File: src/rtl/mult_hilo_unit.sv
// Iterative radix-2 shift-add multiplier with architectural HI/LO registers.
// Optional macro SIGNED_MULT_EN enables signed multiplies (magnitude convert + final negate).
module mult_hilo_unit #(
  parameter int WIDTH = 32
) (
  input  logic             clk,
  input  logic             reset,
  input  logic             start,
  input  logic [WIDTH-1:0] a,
  input  logic [WIDTH-1:0] b,
  input  logic             signed_op,
  input  logic             hiWrite,
  input  logic             loWrite,
  output logic             busy,
  output logic             done,
  output logic [WIDTH-1:0] hi_out,
  output logic [WIDTH-1:0] lo_out
);

  // state  | meaning
  // S_IDLE | waiting for start; HI/LO writes commit directly from product
  // S_RUN  | one shift-add iteration per cycle, WIDTH cycles total
  // S_DONE | product valid, done pulse, pending HI/LO writes commit
  typedef enum logic [1:0] {
    S_IDLE = 2'd0,
    S_RUN  = 2'd1,
    S_DONE = 2'd2
  } state_t;

  localparam int CW = $clog2(WIDTH + 1);

  state_t                 r_state;
  state_t                 w_state_nxt;
  logic [2*WIDTH-1:0]     r_mcand;
  logic [WIDTH-1:0]       r_mplier;
  logic [2*WIDTH-1:0]     r_acc;
  logic [2*WIDTH-1:0]     r_product;
  logic [CW-1:0]          r_count;
  logic                   r_pend_hi;
  logic                   r_pend_lo;
  logic [WIDTH-1:0]       r_hi;
  logic [WIDTH-1:0]       r_lo;

  logic                   w_busy;
  logic                   w_done;
  logic                   w_accept;
  logic                   w_last;
  logic [WIDTH-1:0]       w_mag_a;
  logic [WIDTH-1:0]       w_mag_b;
  logic                   w_neg_in;
  logic [2*WIDTH-1:0]     w_acc_step;
  logic [2*WIDTH-1:0]     w_result;

`ifdef SIGNED_MULT_EN
  logic                   r_neg;
  logic                   w_a_neg;
  logic                   w_b_neg;

  assign w_a_neg    = signed_op & a[WIDTH-1];
  assign w_b_neg    = signed_op & b[WIDTH-1];
  // The most-negative value negates to itself, which is its correct unsigned magnitude.
  assign w_mag_a    = w_a_neg ? -a : a;
  assign w_mag_b    = w_b_neg ? -b : b;
  assign w_neg_in   = w_a_neg ^ w_b_neg;
  assign w_result   = r_neg ? -w_acc_step : w_acc_step;

  always_ff @(posedge clk or negedge reset) begin
    if (!reset) begin
      r_neg <= 1'b0;
    end else if (w_accept) begin
      r_neg <= w_neg_in;
    end
  end
`else
  logic                   w_unused_signed_op;

  assign w_unused_signed_op = signed_op;
  assign w_mag_a    = a;
  assign w_mag_b    = b;
  assign w_neg_in   = 1'b0;
  assign w_result   = w_acc_step;
`endif

  assign w_last     = (r_count == CW'(1));
  assign w_acc_step = r_acc + (r_mplier[0] ? r_mcand : '0);

  always_ff @(posedge clk or negedge reset) begin
    if (!reset) begin
      r_state <= S_IDLE;
    end else begin
      r_state <= w_state_nxt;
    end
  end

  always_comb begin
    w_state_nxt = r_state;
    w_busy      = 1'b0;
    w_done      = 1'b0;
    w_accept    = 1'b0;
    case (r_state)
      S_IDLE: begin
        if (start) begin
          w_accept    = 1'b1;
          w_state_nxt = S_RUN;
        end
      end
      S_RUN: begin
        w_busy = 1'b1;
        if (w_last) begin
          w_state_nxt = S_DONE;
        end
      end
      S_DONE: begin
        w_busy      = 1'b1;
        w_done      = 1'b1;
        w_state_nxt = S_IDLE;
      end
      default: w_state_nxt = S_IDLE;
    endcase
  end

  always_ff @(posedge clk or negedge reset) begin
    if (!reset) begin
      r_mcand   <= '0;
      r_mplier  <= '0;
      r_acc     <= '0;
      r_product <= '0;
      r_count   <= '0;
    end else if (w_accept) begin
      r_mcand   <= {{WIDTH{1'b0}}, w_mag_a};
      r_mplier  <= w_mag_b;
      r_acc     <= '0;
      r_count   <= CW'(WIDTH);
    end else if (r_state == S_RUN) begin
      r_acc    <= w_acc_step;
      r_mcand  <= r_mcand << 1;
      r_mplier <= r_mplier >> 1;
      r_count  <= r_count - CW'(1);
      // Final iteration folds the sign fix-up so product is valid throughout DONE.
      if (w_last) begin
        r_product <= w_result;
      end
    end
  end

  always_ff @(posedge clk or negedge reset) begin
    if (!reset) begin
      r_hi      <= '0;
      r_lo      <= '0;
      r_pend_hi <= 1'b0;
      r_pend_lo <= 1'b0;
    end else if (w_done) begin
      if (r_pend_hi || hiWrite) begin
        r_hi <= r_product[2*WIDTH-1:WIDTH];
      end
      if (r_pend_lo || loWrite) begin
        r_lo <= r_product[WIDTH-1:0];
      end
      r_pend_hi <= 1'b0;
      r_pend_lo <= 1'b0;
    end else if (w_busy) begin
      if (hiWrite) begin
        r_pend_hi <= 1'b1;
      end
      if (loWrite) begin
        r_pend_lo <= 1'b1;
      end
    end else begin
      if (hiWrite) begin
        r_hi <= r_product[2*WIDTH-1:WIDTH];
      end
      if (loWrite) begin
        r_lo <= r_product[WIDTH-1:0];
      end
    end
  end

  assign busy   = w_busy;
  assign done   = w_done;
  assign hi_out = r_hi;
  assign lo_out = r_lo;

endmodule

File: config.mk
export PLATFORM = sky130hd
export DESIGN_NAME = mult_hilo_unit
export DESIGN_NICKNAME = d
export VERILOG_FILES = /design/src/rtl/mult_hilo_unit.sv
export SDC_FILE = /design/constraint.sdc
export NUM_CORES = 1
export LEC_CHECK = 0
export BUFFER_PORTS_ARGS = -buffer_cell sky130_fd_sc_hd__buf_2
export CORE_MARGIN = 3
export CORE_UTILIZATION = 55
export DETAILED_ROUTE_END_ITERATION = 10
export PLACE_DENSITY_LB_ADDON = 0.2
export SETUP_SLACK_MARGIN = 0.5
export SLEW_MARGIN = 10
export SYNTH_ARGS = -nofsm -noshare
export SYNTH_HDL_FRONTEND = slang
export SYNTH_SLANG_ARGS = --single-unit
File: constraint.sdc
create_clock -name clk -period 3.05 [get_ports clk]
set_input_delay 0.61 -clock clk [delete_from_list [all_inputs] [get_ports clk]]
set_output_delay 0.61 -clock clk [all_outputs]
set_load 0.01 [all_outputs]
==> results_dict.tcl, run 1 <==
set metrics [dict create \
    clkLatencyLatePin_ps 570 \
    dominantRegCellSynth "dfrtp_1" \
    routedWlPerCell_um 17.0 \
    syn_inst 1668 \
    syn_area_per_cell_um2 9.74 \
    ff_latch_area_um2 7460 \
    rsz0062_at_grt "yes" \
    row_count 62 \
    cpPeakStageDelay_ps 410 \
    first_pass_iters 5 \
    antenna_cells 0 \
    cp-end-kind "flop" \
    io-pin-count 136 \
    cts_tree "built" \
    clkSlewWorstSetupHoldPaths_ps 60 \
    critPathMaxFanout 29 \
    drv_slew 0 \
    reg2reg_depth 14 \
    ir_drop_mv 0.599 \
    yosys_register_bits 298 \
    p_per_area_nw_per_um2 830 \
    antenna_found_initial 1 \
    setup_viol 34 \
    hold_violations 0 \
    root_buffer "clkbuf_16" \
    fin_cells 2353 \
    start_util_pct 56.2 \
    path_class "flop to flop" \
    drc_errors 0 \
    multi_input_area_um2 9650 \
    fin_tns_setup_ps -3060 \
    critPathRequiredTime_ps 3500 \
    cts_inserted_buffers 31 \
    die_y_um 178 \
    max-clock-path-buffers 3 \
    place_hpwl_um 27600 \
    hold_buffers 0 \
    vias 13000 \
    worstPathArrival_ps 3670 \
    violations "setup timing" \
    skew_ps 25.0 \
    fillers 2114 \
    final_nets 2087 \
    layout_setup_ws_ps -171 \
    coreArea_um2 28900 \
    grt_pass1_wl_um 65800 \
    syn2layout_area_growth_pct 29.3 \
    grt_start_max_net_pins 85 \
    drtIter0Drc 717 \
    routed_via_density 5.54 \
    overflow 0 \
    synth_area_leader_cell "dfrtp_1" \
    clkSinkCount 298 \
    dieArea_um2 31600 \
    outcome "finished with violations" \
    gp_congestion 0.903 \
    p_leak_uw 0.0105 \
    drt_wl_total_um 40000 \
    ant_nets 0 \
    period_share_pct 106 \
    synth.area.top_cells "dfrtp_1 46%, mux2i_1 8.7%, nand2_1 6.6%, ha_1 5.4%, mux2_2 4.5%" \
    fp.dieW_um 178 \
    fin_crit_ps 3220 \
    relSlewSlack_pct 21.8 \
    yosysWarnings 0 \
    maxCapViolCount 0 \
    max_freq_mhz 310 \
    synth_nets 1809 \
    dp.cells 2285 \
    hold_class "input pin to async pin" \
    drive_gt1_share_pct 32.9 \
    synthArstFlopShare_pct 100 \
    synth.yosys.seq_area_share_pct 45.9 \
    grt_pass1_vias 13200 \
    synth_area_um2 16300 \
    gr-usage-all-layers_pct 25.1 \
    yosys.area.top_type_share_pct 45.9 \
    crit_chain "buf_12 > buf_12 > and2_4 > ha_4 > nand4_1 > o211a_1 > nor4_4 > a21boi_4 > o2111ai_4 > a21oi_2 > o22a_2 > xnor2_4 > a21oi_2 > a31o_2" \
    synth-edff-count 0 \
    tightest_slew_ps 1170 \
    h-tree-depth 1 \
    synth_cell_types 77 \
    start_kind "flop" \
    crit_path_top_delay_cell "dfrtp_1" \
    port-buffer-count 134 \
]
## cell usage in the layout (no fill, tap or decap), types with 19 or more instances in the layout
master     synthesis  routed
clkbuf_16          0      31
o21ai_0          118     100
a21o_1            29      29
nor2_1           131     128
buf_4              2     193
xnor2_1           43      21
mux2_2            65      65
buf_2             12     133
a21oi_1           79      60
ha_1              70      36
ha_4               0      31
nand2_1          284     277
o21ai_1           14      24
dfrtp_1          298     298
and2_1            66      56
xnor2_2            1      21
mux2i_1          142     142
inv_1             19      19
## per-stage QoR
step                      setup WS, ps  hold slack, ps  total power, uW  utilization (%)  instance area (um2)
after CTS                         -202            18.8            17000             70.7                20400
after detailed placement          -244             458            13000             65.4                18900
after global placement            -201             453            12800             65.4                18900
after floorplan                   47.0             314            10600                -                16600
final                             -171            21.4            17400             72.6                21000
after global routing              -314            38.5            18600             72.6                21000
## where the power goes
group	switching, uW	total, uW	internal (uW)
sequential	755	5870	5120
combinational	4160	7900	3730
clock	1590	3680	2090
## logic make-up (layout without fill, tap and decap cells)
group | after synthesis | in the layout | synth area share, %
xor+xnor | 65 | 65 | 3.55
flops | 298 | 298 | 45.9
buf+inv | 115 | 416 | 2.84
fa+ha+maj | 71 | 71 | 5.51
simple gates | 580 | 580 | 16.0
compound gates | 331 | 331 | 12.9
mux | 208 | 208 | 13.3
## sequential cells by signal, indices dropped and copies added, names as in the netlist
name       count
r_pend_lo      1
r_mplier      32
r_product     64
r_state        2
r_acc         64
r_pend_hi      1
r_count        6
lo_out        32
r_mcand       64
hi_out        32
## routing by layer
metal / vias up / global-route usage [%] / wire length (um)
met2: 302 / 40.4 / 18700
met3: 85 / 4.32 / 2130
li1: 6311 / - / -
met4: 2 / 6.71 / 1050
met1: 6339 / 35.3 / 18100
met5: - / 0 / 14
## cells in the mapped netlist (13+ instances only)
master and instances:
xnor2_1 43, ha_1 70, dfrtp_1 298, o21ai_0 118, a21o_1 29, o21ai_1 14
mux2_2 65, nand3_1 15, nand4_1 14, o21bai_1 15, mux2i_1 142, nor2_1 131
xor2_1 21, inv_1 19, clkbuf_1 71, and3_1 14, nand3b_1 13, a21oi_1 79
nand2_1 284, and2_1 66
## worst max-delay path, delay by kind of cell, from the launching register on
| kind | cells | cell delay, ps |
|---|---|---|
| xor gates and xnor gates | 1 | 150 |
| and+or+nand+nor | 3 | 580 |
| DFF | 1 | 410 |
| AOI/OAI and AO/OA | 7 | 1290 |
| buffers and inverters | 2 | 320 |
| adders and majority gates | 1 | 300 |
## final timing paths
path                       slack, ps            end           from
max in group asynchronous       2190  r_product[49]          reset
min                               20     lo_out[20]          reset
max                             -170      r_acc[63]    r_mplier[0]
max reg2reg                     -170      r_acc[63]    r_mplier[0]
min in group clk                 240     r_mcand[0]           a[0]
min reg2reg                      460  r_product[55]  r_product[55]
## timing repair
item                                   4_1_cts  5_1_grt
setup endpoints to repair                   99      112
endpoints found under the hold margin        0        0
pin swaps                                   32       38
gates resized for setup                     79       84
buffers inserted                             4        8
## final cells by class
type | count | share of cell area [%]
well taps | 384 | 2.29
repair buffers | 341 | 11.3
inverters | 19 | 0.339
multi-input cells | 1255 | 45.9
clock inverters | 17 | 0.762
flip-flops and latches | 298 | 35.5
clock buffers | 39 | 3.93
No activity file was read; power rests on OpenSTA's default activity.
==> run 2, diff against run 1 <==
RECOVER_POWER = 100   (was default)
==> results_dict.tcl, run 2 (synthesis gave the netlist of run 1 again) <==
set metrics [dict create \
    outcome "finished with violations" \
    violations "capacitance limit, slew limit, setup timing" \
    port-buffer-count 134 \
    first_pass_iters 5 \
    antenna_cells 0 \
    routedWlPerCell_um 17.0 \
    pwr-share-seq_pct 33.9 \
    relSlewSlack_pct -21.6 \
    cts_inserted_buffers 31 \
    clkSlewWorstSetupHoldPaths_ps 60 \
    hold_class "input pin to flop" \
    max-clock-path-buffers 3 \
    p_per_area_nw_per_um2 832 \
    holdWs_ps 239 \
    setup_viol 35 \
    critPathRequiredTime_ps 3450 \
    fin_cells 2353 \
    crit_path_top_delay_cell "dfrtp_1" \
    multi_input_area_um2 9640 \
    drtIter0Drc 728 \
    maxCapViolCount 1 \
    ant_nets 0 \
    p_clk_share_pct 21.2 \
    fillers 2160 \
    p_int_uw 10800 \
    drive_gt1_share_pct 29.4 \
    layout_setup_ws_ps -183 \
    gp_congestion 0.903 \
    path_class "flop to flop" \
    place_ws_ps -244 \
    gr-usage-all-layers_pct 25.1 \
    drc_errors 0 \
    fp.dieW_um 178 \
    power_switching_uw 6490 \
    place_hpwl_um 27600 \
    grt_pass1_wl_um 65800 \
    crit_chain "buf_12 > buf_12 > and2_4 > ha_4 > nand4_1 > o211a_1 > nor4_4 > a21boi_4 > o2111ai_4 > nand2_4 > a31oi_4 > o21bai_1 > xnor2_1 > a21oi_1" \
    hold_violations 0 \
    layout_commonest_cell "dfrtp_1" \
    hold_buffers 0 \
    max_freq_mhz 309 \
    tightest_slew_ps 1820 \
    dp.cells 2285 \
    root_buffer "clkbuf_16" \
    routed_via_density 5.54 \
    start_kind "flop" \
    coreArea_um2 28900 \
    worstPathArrival_ps 3630 \
    grt_start_max_net_pins 85 \
    skew_ps 27.2 \
    clkLatencyLatePin_ps 570 \
    fin_crit_ps 3230 \
    io-pin-count 136 \
    drt_wl_total_um 39900 \
    antenna_found_initial 1 \
    cpPeakStageDelay_ps 410 \
    drv_slew 74 \
    fin_util_pct 72.0 \
    ff_latch_area_um2 7460 \
    clkSinkCount 298 \
    dieArea_um2 31600 \
    critPathMaxFanout 29 \
    syn2layout_area_growth_pct 28.2 \
    share_comb_of_total_power_pct 44.9 \
    cts_tree "built" \
    vias 13000 \
    final_nets 2087 \
    mostFrequentLayoutCells "298 x dfrtp_1, 277 x nand2_1, 190 x buf_4" \
    netSwitchingFraction_pct 37.5 \
    row_count 62 \
    p_leak_uw 0.0102 \
    grt_pass1_vias 13200 \
    h-tree-depth 1 \
    reg_top3 "r_acc: 64 flops, r_mcand: 64 flops, r_product: 64 flops" \
    overflow 0 \
    rsz0062_at_grt "yes" \
    ir_drop_mv 0.593 \
    critPathMostFrequentCell "buf_12" \
    start_util_pct 56.2 \
    die_y_um 178 \
    period_share_pct 106 \
    cp-end-kind "flop" \
]
-- run 2: area by class of cell --
class	instances	share of cell area (%)
clock buffer	39	3.96
clock inverter	17	0.769
inverter	19	0.342
multi-input combinational	1255	46.3
sequential	298	35.8
tap	384	2.31
timing repair buffer	341	10.6
-- run 2: power by group through the flow --
stage | sequential (uW) | combinational, uW | clock [uW]
after CTS | 5840 | 7460 | 3750
final | 5880 | 7780 | 3680
after floorplan | 5810 | 4760 | 0
after detailed placement | 5880 | 7160 | 0
after global routing | 6030 | 8550 | 3930
after global placement | 5830 | 6970 | 0
-- run 2: worst max-delay path, delay by kind of cell, from the launching register on --
family,cells,cell delay [ps]
simple gates,4,730
compound gates,6,1060
buf+inv,2,320
fa+ha+maj,1,300
xor+xnor,1,190
flops,1,410
-- run 2: timing repair --
action,CTS,global route
resized for setup,79,84
buffers inserted,4,8
endpoints found under the setup margin,99,112
pin swaps,32,38
-- run 2: final timing paths --
check	startpoint	end	slack, ps	cells past startpoint
min in group asynchronous	reset	lo_out[20]	540	1
min reg2reg	r_product[55]	r_product[55]	460	2
max in group asynchronous	reset	r_product[49]	500	2
min	a[0]	r_mcand[0]	240	3
max reg2reg	r_mplier[0]	r_acc[57]	-180	14
max	r_mplier[0]	r_acc[57]	-180	14
-- run 2: per-stage QoR --
step	TNS, ps	area, um2	total power [uW]
after floorplan	0	16600	10600
after global placement	-3390	18900	12800
after detailed placement	-5170	18900	13000
after CTS	-3210	20400	17000
after global routing	-11630	20800	18500
final	-3290	20800	17300
-- run 2: layer usage --
metal / share of wire [%] / vias to the layer above / wire [um] / global-route usage, %
li1: - / 6318 / - / -
met1: 45 / 6350 / 18000 / 35.3
met2: 47 / 293 / 18700 / 40.4
met3: 5.4 / 80 / 2150 / 4.32
met4: 2.7 / 2 / 1070 / 6.71
met5: 0.035 / - / 14 / 0
